## config.mk

```make
export PLATFORM = sky130hd
export DESIGN_NAME = servant_arbiter_rr
export DESIGN_NICKNAME = d
export VERILOG_FILES = /design/src/rtl/servant_arbiter_rr.sv
export SDC_FILE = /design/constraint.sdc
export NUM_CORES = 1
export LEC_CHECK = 0
export BUFFER_PORTS_ARGS = -buffer_cell sky130_fd_sc_hd__buf_4
export CAP_MARGIN = 5
export CELL_PAD_IN_SITES_DETAIL_PLACEMENT = 1
export CELL_PAD_IN_SITES_GLOBAL_PLACEMENT = 2
export CORE_MARGIN = 2
export CORE_UTILIZATION = 11
export DETAILED_ROUTE_END_ITERATION = 8
export MAX_ROUTING_LAYER = met4
export PLACE_DENSITY_LB_ADDON = 0.1
export REMOVE_ABC_BUFFERS = 1
export SLEW_MARGIN = 20
export SYNTH_ARGS = -nofsm -noshare
export SYNTH_HDL_FRONTEND = slang
export SYNTH_SLANG_ARGS = --single-unit
```

## constraint.sdc

```tcl
create_clock -name i_clk -period 4.2 [get_ports i_clk]
set_input_delay 0.42 -clock i_clk [delete_from_list [all_inputs] [get_ports i_clk]]
set_output_delay 0.42 -clock i_clk [all_outputs]
set_load 0.01 [all_outputs]
```

## src/rtl/servant_arbiter_rr.sv

```systemverilog
// Wishbone arbiter sharing one slave port among NUM_MASTERS masters, round-robin or fixed priority.
// Latency: grant one cycle after request; master ack combinational from slave ack; error ack in BUSY cycle TIMEOUT+1.
// Backpressure: masters hold cyc until ack; non-owners wait in IDLE arbitration; late slave acks are dropped.
module servant_arbiter_rr #(
    parameter int NUM_MASTERS   = 3,
    parameter int AW            = 32,
    parameter int DW            = 32,
    parameter int PRIORITY_MODE = 0,
    parameter int TIMEOUT       = 0
) (
    input  logic                        i_clk,
    input  logic                        i_rst,
    input  logic [NUM_MASTERS*AW-1:0]   i_m_adr,
    input  logic [NUM_MASTERS*DW-1:0]   i_m_dat,
    input  logic [NUM_MASTERS*DW/8-1:0] i_m_sel,
    input  logic [NUM_MASTERS-1:0]      i_m_we,
    input  logic [NUM_MASTERS-1:0]      i_m_cyc,
    output logic [DW-1:0]               o_m_rdt,
    output logic [NUM_MASTERS-1:0]      o_m_ack,
    output logic [NUM_MASTERS-1:0]      o_m_err,
    output logic [AW-1:0]               o_s_adr,
    output logic [DW-1:0]               o_s_dat,
    output logic [DW/8-1:0]             o_s_sel,
    output logic                        o_s_we,
    output logic                        o_s_cyc,
    input  logic [DW-1:0]               i_s_rdt,
    input  logic                        i_s_ack,
    output logic [NUM_MASTERS-1:0]      o_grant
);

    localparam int OW = $clog2(NUM_MASTERS);
    // A zero-width counter is not legal, so keep one bit when the timeout is disabled
    localparam int CW = (TIMEOUT > 0) ? $clog2(TIMEOUT + 1) : 1;

    typedef enum logic {
        IDLE = 1'b0,
        BUSY = 1'b1
    } state_t;

    state_t        state, state_nxt;
    logic [OW-1:0] owner, owner_nxt;
    logic [OW-1:0] last, last_nxt;
    logic [CW-1:0] cnt, cnt_nxt;
    logic [OW-1:0] winner;
    logic [OW-1:0] cand;
    logic          found;
    logic          owner_cyc;
    logic          timed_out;

    assign owner_cyc = i_m_cyc[owner];
    assign timed_out = (TIMEOUT > 0) && (cnt == CW'(TIMEOUT));

    // Choose the next owner: lowest index, or first requester after the last served master
    always_comb begin
        winner = '0;
        cand   = '0;
        found  = 1'b0;
        if (PRIORITY_MODE == 1) begin
            for (int i = NUM_MASTERS - 1; i >= 0; i--) begin
                cand = OW'(i);
                if (i_m_cyc[cand]) begin
                    winner = cand;
                end
            end
        end else begin
            for (int i = 1; i <= NUM_MASTERS; i++) begin
                cand = OW'((int'(last) + i) % NUM_MASTERS);
                if (!found && i_m_cyc[cand]) begin
                    winner = cand;
                    found  = 1'b1;
                end
            end
        end
    end

    // Route the owner's request fields to the slave; stable for all of BUSY since owner is fixed there
    always_comb begin
        o_s_adr = '0;
        o_s_dat = '0;
        o_s_sel = '0;
        o_s_we  = 1'b0;
        for (int k = 0; k < NUM_MASTERS; k++) begin
            if (owner == OW'(k)) begin
                o_s_adr = i_m_adr[k*AW +: AW];
                o_s_dat = i_m_dat[k*DW +: DW];
                o_s_sel = i_m_sel[k*(DW/8) +: (DW/8)];
                o_s_we  = i_m_we[k];
            end
        end
    end

    // Next-state and handshake outputs: abort beats timeout, timeout beats a same-cycle slave ack
    always_comb begin
        state_nxt = state;
        owner_nxt = owner;
        last_nxt  = last;
        cnt_nxt   = cnt;
        o_s_cyc   = 1'b0;
        o_m_ack   = '0;
        o_m_err   = '0;
        o_m_rdt   = i_s_rdt;
        o_grant   = '0;
        case (state)
            IDLE: begin
                if (|i_m_cyc) begin
                    owner_nxt = winner;
                    cnt_nxt   = '0;
                    state_nxt = BUSY;
                end
            end
            BUSY: begin
                o_grant[owner] = 1'b1;
                if (!owner_cyc) begin
                    // Master gave up; the slave never saw a request this cycle, so no ack
                    state_nxt = IDLE;
                end else if (timed_out) begin
                    o_m_ack[owner] = 1'b1;
                    o_m_err[owner] = 1'b1;
                    o_m_rdt        = '0;
                    last_nxt       = owner;
                    state_nxt      = IDLE;
                end else begin
                    o_s_cyc = 1'b1;
                    if (i_s_ack) begin
                        o_m_ack[owner] = 1'b1;
                        last_nxt       = owner;
                        state_nxt      = IDLE;
                    end else begin
                        cnt_nxt = cnt + 1'b1;
                    end
                end
            end
            default: state_nxt = IDLE;
        endcase
    end

    // State, owner, round-robin pointer and timeout counter
    always_ff @(posedge i_clk) begin
        if (i_rst) begin
            state <= IDLE;
            owner <= '0;
            last  <= OW'(NUM_MASTERS - 1);
            cnt   <= '0;
        end else begin
            state <= state_nxt;
            owner <= owner_nxt;
            last  <= last_nxt;
            cnt   <= cnt_nxt;
        end
    end

endmodule

```

# Yosys cells after proc, flatten, opt, wreduce, memory -nomap -nowiden
# Index checks and enable logic that the tools add are counted.
# totals
elab_cells,63
ff_bits,5
out_inout_bits,111
# classes
n_eq_ne,2
bitwise_logic,1
mux,37
div_mod_pow,3
order_cmp,5
n_reduce_logical,9
addsub,3
# ops
op,count
2-to-1 mux 32 bit,6
"remainder unit 32 x 3 -> 32 bit, second input constant",3
2-to-1 mux 1 bit,15
"< comparator 2 x 3 -> 1 bit, second input constant",4
2-to-1 mux 3 bit,4
2-to-1 mux 4 bit,3
binary-select mux 1 bit (select 2 bit),4
"adder 2 x 2 -> 3 bit, second input constant",2
2-to-1 mux 2 bit,3
"adder 2 x 1 -> 3 bit, second input constant",1
logical AND 1 bit,3
AND reduction 3 bit,1
OR reduction 3 bit,1
demux 1 bit (select 2 bit),1
"== test 2 x 1 -> 1 bit, second input constant",1
"== test 2 bit, second input constant",1
">= comparator 2 x 1 -> 1 bit, second input constant",1
logical NOT 1 bit,2
logical NOT 2 bit,1
case mux 1 bit (2 select lines),1
AND reduction 2 bit,1
NOT 1 bit,1

# Logic depth before layout (Yosys ltp)
# Gate-level depths: netlist (run 1).
# depth
depth_word,11
ltp_mapped,6
ltp_nobuf,6

# Worst setup path before layout (run 1)
# Ideal clock, no wire load.
# synth_path
path_type,reg2out
from,reg owner[1]
to,out o_s_adr[0]
setup_slack_ps,2600
path_stages_with_launch,7
n_path_buf,3
required_time_ps,3780
t_arrival_ps,1180
path_cell_list,dfxtp_1 -> buf_2 -> nor2b_1 -> buf_4 -> clkbuf_1 -> nand2_1 -> o21ai_0
# synth_between
elab_chain_cells,4
# synth_rtl
element,line_no,source
"start, declared",41,"logic [OW-1:0] owner, owner_nxt;"
"start signal, assigned",146,owner <= owner_nxt;
logical NOT 2 bit,83,if (owner == OW'(k)) begin
2-to-1 mux 32 bit (2 in series),83,
2-to-1 mux 32 bit (*),83,
"end, declared",21,"output logic [AW-1:0] o_s_adr,"
# Every way passes the cells marked *; elsewhere a longest branch is shown, timed or not.

# Worst setup path after layout (run 1)
# layout_path
from,reg owner[0]
to,out o_s_adr[29]
# The elaborated chain is that of the path after synthesis.

==> results.yml, run 1 <==
placed_design:
  port_buffers: 288
  dpl.hpwl_um: 11610
  gp_congestion: 0.7320
setup_path:
  startpoint_type: "register"
  cp.arrival_ns: 2.48
  worstPathCellList: "nor2b_4, buf_4, nand2_1, o21ai_0, buf_4"
  crit_slowest_cell: "nor2b_4"
  cp.buffers_inverters: 2
  worstSetupEndpointType: "output port"
  path_class: "reg -> out"
  required_ns: 3.78
  worst-path-max-fanout: 37
  slowest_delay_ns: 0.78
  crit_family: "simple AND/OR/NAND/NOR gates"
  crit_path_frequent_cell: "buf_4"
sta:
  finalClockSkew_ns: 0.0006693
  rsz0062_at_grt: "false"
  relSlewSlack_pct: 39.20
  tightest_slew_ns: 0.9101
  slew_violations: 0
  hold_violations: 0
  finalCritPeriodShare_pct: 69.07
  fin_tns_setup_ns: 0
  layout_min_cycle_time_ns: 2.901
  fmax_mhz: 344.7
  setup_viol: 0
global_route:
  grt_pass1_wl_um: 20150
  grt_pass1_vias: 3318
  grt.total_usage_pct: 13.63
  grt_max_degree: 73
  antenna_found_initial: 0
  busiest_layer: "met2"
  use_met2_pct: 22.70
  use_met3_pct: 9.205
  grt_overflow_total: 0
  met1_usage_pct: 13.94
die:
  rows: 50
  fp.dieH_um: 141.0
  core_area_um2: 18580
  start_util_pct: 11.10
  dieArea_um2: 19870
  num_io_pins: 356
  die_w_um: 141.0
clock_network:
  cts_hold_buf: 0
  cts_made_buffers: 3
  cts_tree: "done"
  clk_pin_slew_ns: 0.03
  cts_max_level: 1
  cts-resized-gates: 0
  clk-insertion-delay-late_ns: 0.23
  root_buffer: "clkbuf_16"
  cts_sinks: 5
  clockBufferDepth: 2
  post_cts_buffers: 0
routing:
  vias: 3163
  drt_pass1_iterations: 2
  final_antenna_net_count: 0
  wl_per_cell_um: 18.21
  vias_per_cell: 4.029
  drc: 0
  drtIter0Drc: 75
  wirelength_um: 14300
power_and_ir_drop:
  report.power.total_uw: 741.2
  power_density_nw_per_um2: 174.6
  p_leak_uw: 0.001964
  peakVddDrop_uv: 88.89
yosys:
  synth_compound_area_share_pct: 19.95
  synthCells: 314
  yosysMostFrequentCell: "o21ai_0"
  ys_types: 32
  synthTopCellsByArea: "mux2i_1 33%, o21ai_0 17%, buf_4 15%, nand2_1 13%, dfxtp_1 4.9%"
  synth_top_area_share_pct: 33.47
  synth-xor-area-share_pct: 0
  synth-simple-area-share_pct: 19.59
  seq_area_frac_synth_pct: 4.851
  syn_area_per_cell_um2: 6.571
  synth_edf_count: 0
  netlist_area_um2: 2063
  synth.ff_latch_count: 5
  synth_area_leader_cell: "mux2i_1"
  yosysWarnings: 0
  synth_top_family_by_area: "multiplexers"
  synth_mux_area_share_pct: 34.20
  synthFlopType: "dfxtp_1"
  ys_async_sr_fraction_pct: 0
  synth_fa_ha_area_share_pct: 1.213
  synth_commonest_cells: "70 x o21ai_0, 69 x mux2i_1, 69 x nand2_1"
layout:
  drive_above_1_share_pct: 54.45
  nNetsFinal: 799
  fin_util_pct: 22.85
  area_growth_pct: 105.8
  antennaDiodeCount: 0
outcome:
  status: "complete, no violations"
min_path:
  hold_path_class: "in -> reg"
job:
  drv_cap: 0
## worst paths after layout
kind / from / slack [ns] / endpoint / cells after the start
min: i_rst / 0.39 / owner[0] / 2
max: owner[0] / 1.30 / o_s_adr[29] / 5
min reg2reg: last[1] / 0.54 / last[1] / 2
max reg2reg: owner[0] / 2.18 / last[0] / 4
## report_power, final
group / internal, µW / leakage (µW) / switching [µW]
Combinational: 307 / 0.00188 / 206
Sequential: 51.2 / 0.0000421 / 20.8
Clock: 126 / 0.0000382 / 30.2
## metal layers
metal  part of all wire, %  routed length (µm)
met1                    36                5146
met2                    49                6947
met3                    15                2114
met4                  0.60                  86
met5                     0                   0
## state kept, by name (all words and copies together) (netlist names)
signal,flops
last,2
owner,2
state,1
## through the flow
stage                     hold WS [ns]  worst slack, ns  cells  area [µm²]
final                           0.3937            1.299    785        4245
after global routing            0.4195            1.015    785        4245
after CTS                       0.3978            1.180    785        4245
after detailed placement        0.5353            1.422    781        4167
after global placement          0.5184            1.398    781        4167
after floorplan                 0.4921           -1.614    256        1677
## cells by family after synthesis
group,after synthesis
AOI/OAI and AO/OA,78
other,1
buffers and inverters,65
DFF,5
adders and majority gates,2
muxes,70
and+or+nand+nor,93
## layout by cell type, fill, tap and decap left out, types with 2 or more instances in the layout
cell and count:
and2_1 3, buf_4 291, clkbuf_16 3, conb_1 3, dfxtp_1 3, ha_1 2
inv_1 5, mux2i_1 69, nand2_1 69, nand2b_1 2, nand3_1 3, nor2_1 5
nor2b_1 3, nor3_1 2, o21ai_0 70
## area by class of cell
cell class | count | area, µm²
inverter | 5 | 18.77
sequential | 5 | 105.1
multi-input combinational | 246 | 1565
clock buffer | 4 | 78.83
fill | 2296 | 14340
timing repair buffer | 291 | 2185
tap | 234 | 292.8
Note: power is estimated with default switching activity, not from simulation.
==> run 2, diff against run 1 <==
--- a/config.mk
+++ b/config.mk
@@ -10,7 +10,7 @@
 export CELL_PAD_IN_SITES_DETAIL_PLACEMENT = 1
 export CELL_PAD_IN_SITES_GLOBAL_PLACEMENT = 2
 export CORE_MARGIN = 2
-export CORE_UTILIZATION = 11
+export CORE_UTILIZATION = 10
 export DETAILED_ROUTE_END_ITERATION = 8
 export MAX_ROUTING_LAYER = met4
 export PLACE_DENSITY_LB_ADDON = 0.1
==> constraint.sdc (replaced) <==
create_clock -name i_clk -period 2.77 [get_ports i_clk]
set_input_delay 0.277 -clock i_clk [delete_from_list [all_inputs] [get_ports i_clk]]
set_output_delay 0.277 -clock i_clk [all_outputs]
set_load 0.01 [all_outputs]
==> results.yml, run 2 (synthesis gave the netlist of run 1 again) <==
placed_design:
  gp_congestion: 0.7706
  port_buffers: 288
  dpl.hpwl_um: 12470
  pre_cts_slack_ns: 1.029
  place_area_um2: 4267
  place_inst: 821
clock_network:
  cts_made_buffers: 3
  post_cts_buffers: 0
  cts_hold_buf: 0
  root_buffer: "clkbuf_16"
  clk-insertion-delay-late_ns: 0.23
  clk_pin_slew_ns: 0.03
  cts-resized-gates: 0
  cts_sinks: 5
  cts_max_level: 1
  cts_tree: "done"
  clockBufferDepth: 2
die:
  core_area_um2: 20230
  num_io_pins: 356
  fp.dieH_um: 147.6
  start_util_pct: 10.20
  dieArea_um2: 21800
  die_w_um: 147.6
  rows: 52
layout:
  nFillCells: 2478
  regArea_um2: 105.1
  finish.instance_area_um2: 4345
  final_cells: 825
  multi_input_area_um2: 1565
  top_regs: "last x2, owner x2, state x1"
  mostFrequentLayoutCell: "buf_4"
  area_growth_pct: 110.6
  antennaDiodeCount: 0
  layout.cells.most_common_list: "293 x buf_4, 70 x o21ai_0, 69 x mux2i_1, 69 x nand2_1"
  drive_above_1_share_pct: 54.77
  nNetsFinal: 803
routing:
  vias_per_cell: 3.878
  wl_per_cell_um: 17.91
  wirelength_um: 14780
  drtIter0Drc: 45
  final_antenna_net_count: 0
  vias: 3199
  drt_pass1_iterations: 4
  drc: 0
sta:
  hold_violations: 0
  finalClockSkew_ns: 0.001572
  slew_violations: 0
  fmax_mhz: 510.8
  rsz0062_at_grt: "false"
  layout_min_cycle_time_ns: 1.958
  whs_ns: 0.2535
  fin_ws_ns: 0.8122
  setup_viol: 0
  finalCritPeriodShare_pct: 70.68
global_route:
  grt_pass1_vias: 3401
  antenna_found_initial: 0
  grt_overflow_total: 0
  grt.total_usage_pct: 12.93
  grt_pass1_wl_um: 20780
  grt_max_degree: 45
setup_path:
  cp.arrival_ns: 1.68
  path_class: "reg -> out"
  worst-path-max-fanout: 23
  worstSetupEndpointType: "output port"
  crit_slowest_cell: "dfxtp_4"
  startpoint_type: "register"
  slowest_delay_ns: 0.59
  worstPathCellList: "mux2_4, a22o_1, and2_1, buf_4"
  required_ns: 2.49
power_and_ir_drop:
  power_switching_uw: 394.3
  seqPwrFrac_pct: 8.6
  power_frac_comb_pct: 70.6
  p_sw_share_pct: 34.66
  clkPwrFrac_pct: 20.9
  p_int_uw: 743.1
  p_leak_uw: 0.001992
  power_density_nw_per_um2: 261.7
  peakVddDrop_uv: 137.0
job:
  drv_cap: 0
outcome:
  status: "complete, no violations"
min_path:
  hold_path_class: "in -> reg"
run 2: cell count changes in the layout (fill, tap and decap cells not counted):
cell / delta
buf_12: +2
buf_4: +2
run 2: metal layers:
metal	vias up	track usage, %	wire length (µm)
met5	-	-	0
met4	0	0.9615	80
met3	8	5.123	1477
met2	185	22.81	7513
met1	1479	14.36	5707
li1	1527	-	-
run 2: layout make-up:
| class | count | share of cell area [%] |
|---|---|---|
| sequential | 5 | 2.419 |
| clock buffer | 4 | 1.814 |
| multi-input combinational | 246 | 36.02 |
| timing repair buffer | 295 | 51.54 |
| tap | 270 | 7.774 |
| inverter | 5 | 0.4319 |
run 2: metrics by stage:
stage          total power [µW]  util, %  TNS (ns)
2_1_floorplan             413.7        -   -198.21
3_3_place_gp              909.9    21.09         0
3_5_place_dp              917.3    21.09         0
4_1_cts                    1159    21.48         0
5_1_grt                    1218    21.48         0
6_report                   1137    21.48         0
run 2: worst paths after layout:
path	cells after the start	slack, ns	from	to
min	2	0.25	i_rst	owner[0]
max reg2reg	4	1.18	owner[0]	last[0]
max	4	0.81	owner[0]	o_s_cyc
min reg2reg	2	0.53	last[1]	last[1]
run 2: worst max-delay path, delay by kind of cell (launching register included):
kind / cells / cell delay [ns]
buffers and inverters: 1 / 0.14
muxes: 1 / 0.35
and+or+nand+nor: 1 / 0.17
AOI/OAI and AO/OA: 1 / 0.20
DFF: 1 / 0.59
run 2: power groups by stage:
| stage | registers, µW | logic (µW) | clock network, µW |
|---|---|---|---|
| floorplan | 127 | 287 | 0 |
| global placement | 99.5 | 810 | 0 |
| detailed placement | 99.7 | 818 | 0 |
| CTS | 98.9 | 820 | 241 |
| global route | 101 | 868 | 249 |
| finish | 97.3 | 802 | 238 |
==> run 3, diff against run 2 <==
==> constraint.sdc (replaced) <==
create_clock -name i_clk -period 2.03 [get_ports i_clk]
set_input_delay 0.203 -clock i_clk [delete_from_list [all_inputs] [get_ports i_clk]]
set_output_delay 0.203 -clock i_clk [all_outputs]
set_load 0.01 [all_outputs]
==> results.yml, run 3 (synthesis gave the netlist of run 1 again) <==
outcome:
  status: "complete, no violations"
sta:
  setup_viol: 0
  fmax_mhz: 524.9
  finalCritPeriodShare_pct: 93.84
  finalClockSkew_ns: 0.003970
  rsz0062_at_grt: "false"
  slew_violations: 0
  layout_min_cycle_time_ns: 1.905
  hold_violations: 0
  fin_ws_ns: 0.1250
die:
  die_w_um: 147.6
  dieArea_um2: 21800
  fp.dieH_um: 147.6
  rows: 52
  start_util_pct: 10.20
  core_area_um2: 20230
  num_io_pins: 356
layout:
  nNetsFinal: 802
  top_regs: "last x2, owner x2, state x1"
  area_growth_pct: 111.0
  drive_above_1_share_pct: 54.69
  mostFrequentLayoutCell: "buf_4"
  layout.cells.most_common_list: "290 x buf_4, 70 x o21ai_0, 69 x mux2i_1, 69 x nand2_1"
  antennaDiodeCount: 0
setup_path:
  path_class: "reg -> out"
  cp.arrival_ns: 1.70
  worst-path-max-fanout: 43
  slowest_delay_ns: 0.53
  r2r_start: "owner[1]"
  worstPathCellList: "nor2b_4, buf_12, a22o_1, and2_1, buf_4"
  crit_slowest_cell: "dfxtp_2"
  startpoint_type: "register"
  r2r-end: "last[0]"
  cp-startpoint: "owner[1]"
  worstRegToRegCells: 5
  worstSetupEndpointType: "output port"
  reg2reg_setup_slack_ns: 0.37
  required_ns: 1.83
routing:
  drtIter0Drc: 59
  vias: 3161
  wl_per_cell_um: 17.72
  final_antenna_net_count: 0
  wirelength_um: 14600
  drc: 0
  drt_pass1_iterations: 3
  vias_per_cell: 3.836
min_path:
  min_from: "i_rst"
  holdPathStages: 2
  hold_path_class: "in -> reg"
  whs_endpoint: "owner[0]"
global_route:
  grt_pass1_vias: 3370
  antenna_found_initial: 0
  grt.total_usage_pct: 12.75
  grt_pass1_wl_um: 20490
  grt_overflow_total: 0
  grt_max_degree: 44
clock_network:
  cts-resized-gates: 0
  post_cts_buffers: 0
  clockBufferDepth: 2
  clk-insertion-delay-late_ns: 0.23
  cts_tree: "done"
  cts_max_level: 1
  cts_hold_buf: 0
  cts_made_buffers: 3
  root_buffer: "clkbuf_16"
  cts_sinks: 5
  clk_pin_slew_ns: 0.04
power_and_ir_drop:
  power_density_nw_per_um2: 358.5
  p_leak_uw: 0.001991
  peakVddDrop_uv: 251.5
  report.power.total_uw: 1561
job:
  drv_cap: 0
placed_design:
  pre_cts_slack_ns: 0.3241
  gp_congestion: 0.7332
  dpl.hpwl_um: 12130
  port_buffers: 288
run 3: cell count changes in the layout (fill, tap and decap cells not counted):
cell	previous run	this run
buf_4	293	290
buf_12	2	3
buf_6	0	1
run 3: worst max-delay path by stage:
stage                             to  slack (ns)  depth (start not counted)
after floorplan              last[0]       -3.65                          4
after global placement       o_s_cyc        0.32                          5
after detailed placement  o_m_ack[2]        0.32                          4
after CTS                 o_m_ack[2]        0.08                          4
after global routing      o_m_ack[2]      0.0005                          4
final                        o_s_cyc        0.12                          5
run 3: final cells by class:
class / instances / area [µm²]
fill: 2477 / 15880
timing repair buffer: 294 / 2248
multi-input combinational: 246 / 1565
tap: 270 / 337.8
sequential: 5 / 105.1
clock buffer: 4 / 78.83
inverter: 5 / 18.77
run 3: critical path, delay by kind of cell, from the launching register on:
kind | cells | cell delay, ns
buf+inv | 2 | 0.34
compound gates | 1 | 0.20
simple gates | 2 | 0.39
flops | 1 | 0.53
run 3: metrics by stage:
| stage | utilization [%] | setup TNS, ns | area, µm² | std cells | hold slack [ns] |
|---|---|---|---|---|---|
| 2_1_floorplan | - | -251.78 | 1677 | 256 | 0.2751 |
| 3_3_place_gp | 21.11 | 0 | 4272 | 820 | 0.4061 |
| 3_5_place_dp | 21.11 | 0 | 4272 | 820 | 0.4061 |
| 4_1_cts | 21.50 | 0 | 4350 | 824 | 0.1923 |
| 5_1_grt | 21.52 | 0 | 4354 | 824 | 0.2032 |
| 6_report | 21.52 | 0 | 4354 | 824 | 0.1902 |
run 3: report_power, final:
part / leakage (µW) / internal, µW / switching, µW
registers: 0.0000421 / 106 / 14.6
logic: 0.00191 / 652 / 461
clock network: 0.0000382 / 261 / 67.3
run 3: per-layer routing:
| metal | part of all wire [%] | vias up | track usage [%] |
|---|---|---|---|
| met2 | 49 | 191 | 21.70 |
| met5 | 0 | - | - |
| met1 | 39 | 1440 | 14.38 |
| met4 | 0.53 | 0 | 1.058 |
| li1 | - | 1524 | - |
| met3 | 11 | 6 | 5.679 |
